[config.mk]
export PLATFORM = sky130hd
export DESIGN_NAME = instr_mem_ctrl
export DESIGN_NICKNAME = d
export VERILOG_FILES = /design/src/rtl/instr_mem_ctrl.sv
export SDC_FILE = /design/constraint.sdc
export NUM_CORES = 1
export LEC_CHECK = 0
export CORE_ASPECT_RATIO = 0.6
export CORE_MARGIN = 8
export CORE_UTILIZATION = 35
export DETAILED_ROUTE_END_ITERATION = 16
export GPL_ROUTABILITY_DRIVEN = 0
export MAX_ROUTING_LAYER = met4
export PLACE_DENSITY = 0.52
export SETUP_SLACK_MARGIN = 0.15
export SLEW_MARGIN = 10
export SYNTH_ARGS = -nofsm -noshare
export SYNTH_HDL_FRONTEND = slang
export SYNTH_SLANG_ARGS = --single-unit
export TNS_END_PERCENT = 5
[constraint.sdc]
create_clock -name clk -period 6.61 [get_ports clk]
set_clock_uncertainty 0.1 [all_clocks]
set_input_delay 0.661 -clock clk [delete_from_list [all_inputs] [get_ports clk]]
set_output_delay 0.661 -clock clk [all_outputs]
set_load 0.01 [all_outputs]
[src/rtl/instr_mem_ctrl.sv]
`default_nettype none
// ============================================================================
// Module   : instr_mem_ctrl
// Purpose  : Instruction memory for the IF stage. After reset a sweep fills
//            every word with INIT_WORD. A host can then load a program while
//            the core is held (busy). Fetches are registered and support
//            stall, flush-to-NOP, a valid flag and an out-of-range fault.
// Ports    : clk, rst (async, active-low)
//            pc, fetch_en, stall, flush             - fetch side
//            load_en, load_we, load_addr, load_data - host load side
//            instr, instr_valid, addr_fault         - registered fetch result
//            busy                                   - INIT or LOAD in progress
//            load_err                               - sticky bad load address
// Revision : 1.0 - initial release
// ============================================================================
module instr_mem_ctrl #(
  parameter int                DATA_W    = 16,
  parameter int                ADDR_W    = 16,
  parameter int                DEPTH     = 16,
  parameter logic [DATA_W-1:0] INIT_WORD = 16'h1010,
  parameter logic [DATA_W-1:0] NOP_WORD  = 16'h0000
) (
  input  logic              clk,
  input  logic              rst,
  input  logic [ADDR_W-1:0] pc,
  input  logic              fetch_en,
  input  logic              stall,
  input  logic              flush,
  input  logic              load_en,
  input  logic              load_we,
  input  logic [ADDR_W-1:0] load_addr,
  input  logic [DATA_W-1:0] load_data,
  output logic [DATA_W-1:0] instr,
  output logic              instr_valid,
  output logic              addr_fault,
  output logic              busy,
  output logic              load_err
);

  localparam int                 c_IDX_W     = (DEPTH > 1) ? $clog2(DEPTH) : 1;
  // Addresses are compared one bit wider so DEPTH == 2^ADDR_W is representable.
  localparam logic [ADDR_W:0]    c_DEPTH_EXT = (ADDR_W + 1)'(DEPTH);
  localparam logic [c_IDX_W-1:0] c_LAST_IDX  = c_IDX_W'(DEPTH - 1);

  typedef enum logic [1:0] {
    S_INIT = 2'd0,
    S_RUN  = 2'd1,
    S_LOAD = 2'd2
  } state_t;

  state_t              r_state;
  state_t              w_state_nxt;
  logic [c_IDX_W-1:0]  r_init_cnt;
  logic [DATA_W-1:0]   r_mem [DEPTH];

  logic [DATA_W-1:0]   r_instr;
  logic                r_instr_valid;
  logic                r_addr_fault;
  logic                r_load_err;

  logic                w_pc_ok;
  logic                w_ld_ok;
  logic [c_IDX_W-1:0]  w_pc_idx;
  logic [c_IDX_W-1:0]  w_ld_idx;
  logic                w_mem_we;
  logic [c_IDX_W-1:0]  w_mem_addr;
  logic [DATA_W-1:0]   w_mem_data;

  // Full-width range checks; the low index bits are only used once a check passes.
  assign w_pc_ok  = ({1'b0, pc} < c_DEPTH_EXT);
  assign w_ld_ok  = ({1'b0, load_addr} < c_DEPTH_EXT);
  assign w_pc_idx = pc[c_IDX_W-1:0];
  assign w_ld_idx = load_addr[c_IDX_W-1:0];

  // ---------------------------------------------------------------- FSM
  always_ff @(posedge clk or negedge rst) begin
    if (!rst) begin
      r_state <= S_INIT;
    end else begin
      r_state <= w_state_nxt;
    end
  end

  always_comb begin
    w_state_nxt = r_state;
    case (r_state)
      S_INIT:  if (r_init_cnt == c_LAST_IDX) w_state_nxt = S_RUN;
      S_RUN:   if (load_en)                  w_state_nxt = S_LOAD;
      S_LOAD:  if (!load_en)                 w_state_nxt = S_RUN;
      default:                               w_state_nxt = S_INIT;
    endcase
  end

  // -------------------------------------------------------- memory write port
  // The sweep and the host share one write port; they never overlap in time.
  // Writes are gated by rst so the array is untouched while reset is held.
  always_comb begin
    w_mem_we   = 1'b0;
    w_mem_addr = '0;
    w_mem_data = '0;
    case (r_state)
      S_INIT: begin
        w_mem_we   = rst;
        w_mem_addr = r_init_cnt;
        w_mem_data = INIT_WORD;
      end
      S_LOAD: begin
        w_mem_we   = rst && load_we && w_ld_ok;
        w_mem_addr = w_ld_idx;
        w_mem_data = load_data;
      end
      default: ;
    endcase
  end

  always_ff @(posedge clk) begin
    if (w_mem_we) begin
      r_mem[w_mem_addr] <= w_mem_data;
    end
  end

  // ------------------------------------------------ init counter, fetch regs
  always_ff @(posedge clk or negedge rst) begin
    if (!rst) begin
      r_init_cnt    <= '0;
      r_instr       <= NOP_WORD;
      r_instr_valid <= 1'b0;
      r_addr_fault  <= 1'b0;
      r_load_err    <= 1'b0;
    end else begin
      // Held at zero outside INIT so any later sweep starts from index 0.
      r_init_cnt <= (r_state == S_INIT) ? r_init_cnt + 1'b1 : '0;

      r_instr       <= NOP_WORD;
      r_instr_valid <= 1'b0;
      r_addr_fault  <= 1'b0;

      if (r_state == S_RUN) begin
        if (flush) begin
          r_instr       <= NOP_WORD;
          r_instr_valid <= 1'b0;
          r_addr_fault  <= 1'b0;
        end else if (stall) begin
          r_instr       <= r_instr;
          r_instr_valid <= r_instr_valid;
          r_addr_fault  <= r_addr_fault;
        end else if (fetch_en) begin
          if (w_pc_ok) begin
            r_instr       <= r_mem[w_pc_idx];
            r_instr_valid <= 1'b1;
          end else begin
            r_addr_fault  <= 1'b1;
          end
        end
        // A fresh load session starts with a clean error flag.
        if (load_en) begin
          r_load_err <= 1'b0;
        end
      end else if (r_state == S_LOAD) begin
        if (load_we && !w_ld_ok) begin
          r_load_err <= 1'b1;
        end
      end
    end
  end

  assign instr       = r_instr;
  assign instr_valid = r_instr_valid;
  assign addr_fault  = r_addr_fault;
  assign busy        = (r_state != S_RUN);
  assign load_err    = r_load_err;

endmodule
`default_nettype wire
==> impl_metrics.py <==
metrics = {
    "outcome": {
        "outcome": "completed",
    },
    "synth": {
        "postSynthAreaPerCell_um2": 20.43,
        "syn_inst": 553,
        "ys_types": 48,
        "ys_ff_latch": 281,
        "synth_fp_nets": 612,
        "ys.flop_type": "edfxtp_1",
        "ys_seq_area_frac": 0.7358,
        "synth_edf_count": 256,
        "yosys_warnings": 0,
        "async_flop_share": 0.08897,
        "netlist_area_um2": 11300,
    },
    "drt": {
        "wl_per_cell_um": 24.28,
        "first_pass_iters": 4,
        "vias": 5591,
        "routed_via_density": 5.129,
        "postRouteAntennaNets": 0,
        "drc": 0,
        "drt-initial-drc-count": 517,
        "wl_mm": 26.47,
    },
    "clocking": {
        "cts_sinks": 281,
        "cts_resized": 0,
        "h-tree-depth": 1,
        "root_buffer": "clkbuf_16",
        "cts_setup_buffers": 0,
        "cts_tree": "done",
        "holdBufCountCts": 0,
        "clk_pin_slew_ns": 0.06,
        "clk_latency_ns": 0.53,
        "cts_buffers": 27,
        "cts_buffer_depth": 3,
    },
    "hold_path": {
        "hold_end": "instr_valid",
        "hp-start": "instr_valid",
        "worstHoldPathType": "flop to flop",
        "worstHoldPathCells": 1,
    },
    "setup_path": {
        "cp-start-kind": "primary input",
        "r2r_slack_ns": 3.27,
        "cpLargestDelayFamily": "simple AND/OR/NAND/NOR gates",
        "crit_path_max_fanout": 16,
        "r2r_end": "r_mem[9][15]",
        "reg2reg_from": "r_state[0]",
        "end_kind": "flop",
        "path_cells": "clkdlybuf4s50_1 -> or4_4 -> nor4_4 -> o21ai_2 -> nor3_2 -> buf_4",
        "worstPathRequired_ns": 6.74,
        "rr_worst_depth": 8,
        "critPathBufInv": 2,
        "cpMaxStageDelayCell": "nor3_2",
        "cp_data_arrival_time_ns": 3.53,
        "worstSetupPathType": "primary input to flop",
        "critical-path-max-stage-delay_ns": 0.97,
    },
    "placed_design": {
        "port_buffers": 74,
        "place_inst": 1042,
        "dp_hpwl_mm": 16.08,
    },
    "timing": {
        "fmax_ghz": 0.2947,
        "setup_tns_ns": 0,
        "hold_viol_final": 0,
        "drv_slew": 0,
        "timing.final.crit_period_ns": 3.393,
        "max-slew-margin-rel": 0.2665,
        "fin_hold_ws_ns": 0.3938,
        "setup_viol_count_final": 0,
        "rsz0062_at_grt": "false",
        "worst_slew_pin_slew_ns": 1.094,
        "period_share": 0.5133,
    },
    "layout": {
        "syn2layout_area_growth_pct": 18.90,
        "final_cell_mix": "256 x edfxtp_1, 71 x clkdlybuf4s50_1, 62 x mux4_2",
        "finalNetCount": 706,
        "drive_gt1_frac": 0.2237,
        "instances_no_fill": 1090,
        "n_antenna_cell": 0,
        "final_common_cell": "edfxtp_1",
    },
    "die": {
        "initial_core_util": 0.3520,
        "die_y_um": 155.2,
        "coreArea_um2": 32100,
        "num_rows": 51,
        "die_w_um": 248.0,
        "fp.dieArea_um2": 38470,
        "pin_count": 75,
    },
    "power": {
        "power_frac_seq": 0.516,
        "pwr-share-comb": 0.136,
        "p_sw_mw": 1.049,
        "irDropWorstVdd_mv": 0.1776,
        "p_int_mw": 3.157,
        "sw_frac_of_total": 0.2495,
        "clkPwrFrac": 0.349,
        "power.leakage_nw": 4.430,
        "powerDensity_nw_per_um2": 313.1,
    },
    "global_route": {
        "grt_overflow": 0,
        "grt_pass1_wl_mm": 40.07,
        "antenna_found_initial": 0,
        "grt_start_max_net_pins": 45,
        "grt_pass1_vias": 6052,
        "grt_usage": 0.1434,
    },
    "flow_run": {
        "drv_cap": 0,
    },
}
==> stage by stage <==
step	area, µm²	utilization	setup WS [ns]	power [mW]
2_1_floorplan	11300	-	3.152	2.562
3_3_place_gp	12610	0.3929	2.722	2.751
3_5_place_dp	12610	0.3929	2.670	2.787
4_1_cts	13430	0.4185	3.223	4.255
5_1_grt	13430	0.4185	3.039	4.381
6_report	13430	0.4185	3.217	4.207
==> area by class of cell <==
| class | count | area, µm² |
|---|---|---|
| Multi-Input combinational cell | 233 | 2843 |
| Clock buffer | 32 | 694.4 |
| Clock inverter | 16 | 130.1 |
| Timing Repair Buffer | 96 | 893.4 |
| Inverter | 8 | 30.03 |
| Tap cell | 424 | 530.5 |
| Fill cell | 2815 | 18660 |
| Sequential cell | 281 | 8313 |
==> power by group through the flow <==
stage	Sequential (mW)	Combinational, mW	Clock (mW)
floorplan	2.19	0.367	0
global placement	2.20	0.553	0
detailed placement	2.21	0.581	0
CTS	2.17	0.581	1.50
global route	2.18	0.626	1.58
finish	2.17	0.571	1.47
==> worst max path at each step <==
stage	endpoint	startpoint	cells past startpoint	slack [ns]
after global placement	r_mem[9][15]	load_addr[7]	6	2.72
final	r_mem[9][15]	load_addr[12]	6	3.22
after detailed placement	r_mem[9][15]	load_addr[7]	6	2.67
after global routing	r_mem[9][15]	r_state[0]	8	3.04
after floorplan	r_mem[13][0]	load_addr[7]	5	3.15
after CTS	r_mem[9][15]	load_addr[7]	6	3.22
==> synthesized netlist by cell type (4+ instances only) <==
cell type  number  area (µm²)
edfxtp_1      256        7687
mux4_2         62        1396
mux2i_1        47       470.5
dfrtp_1        25       625.6
a22o_1         18       157.7
and2_1         18       112.6
nor3_1         12       60.06
clkbuf_1       11       41.29
buf_2          10       50.05
nand2_1         8       30.03
inv_1           7       26.28
a21o_1          6       45.04
nand3_1         6       30.03
buf_1           4       15.01
ha_1            4       50.05
nor3_2          4       40.04
o21ai_0         4       20.02
==> per-layer routing <==
| metal | vias to the layer above | track usage | routed length, µm | part of all wire |
|---|---|---|---|---|
| met5 | - | - | 0 | 0 |
| met4 | 0 | 0.02726 | 489 | 0.018 |
| met3 | 42 | 0.03168 | 1419 | 0.054 |
| met2 | 99 | 0.2226 | 12600 | 0.48 |
| met1 | 2970 | 0.1947 | 11960 | 0.45 |
| li1 | 2480 | - | - | - |
==> worst register-to-register path, cell delays in order (launching register included) <==
cell and delay [ns]:
dfrtp_1 0.40, inv_1 0.09, ha_1 0.16, buf_4 0.34, nand2_1 0.17, nor4_4 0.17
o21ai_2 0.31, nor3_2 0.98, buf_4 0.33
==> cell families after synthesis <==
| group | count (synthesis) | share of synthesized area |
|---|---|---|
| AOI/OAI and AO/OA | 50 | 0.03500 |
| xor gates and xnor gates | 2 | 0.001551 |
| adders and majority gates | 4 | 0.004430 |
| buffers and inverters | 39 | 0.01894 |
| DFF | 281 | 0.7358 |
| muxes | 111 | 0.1672 |
| and+or+nand+nor | 66 | 0.03710 |
==> flip-flops by register name, indices dropped and copies added, names as in the netlist <==
register     flops
load_err         1
instr           16
r_mem          256
r_state          2
r_init_cnt       4
addr_fault       1
instr_valid      1
(Power assumes the default switching activity.)
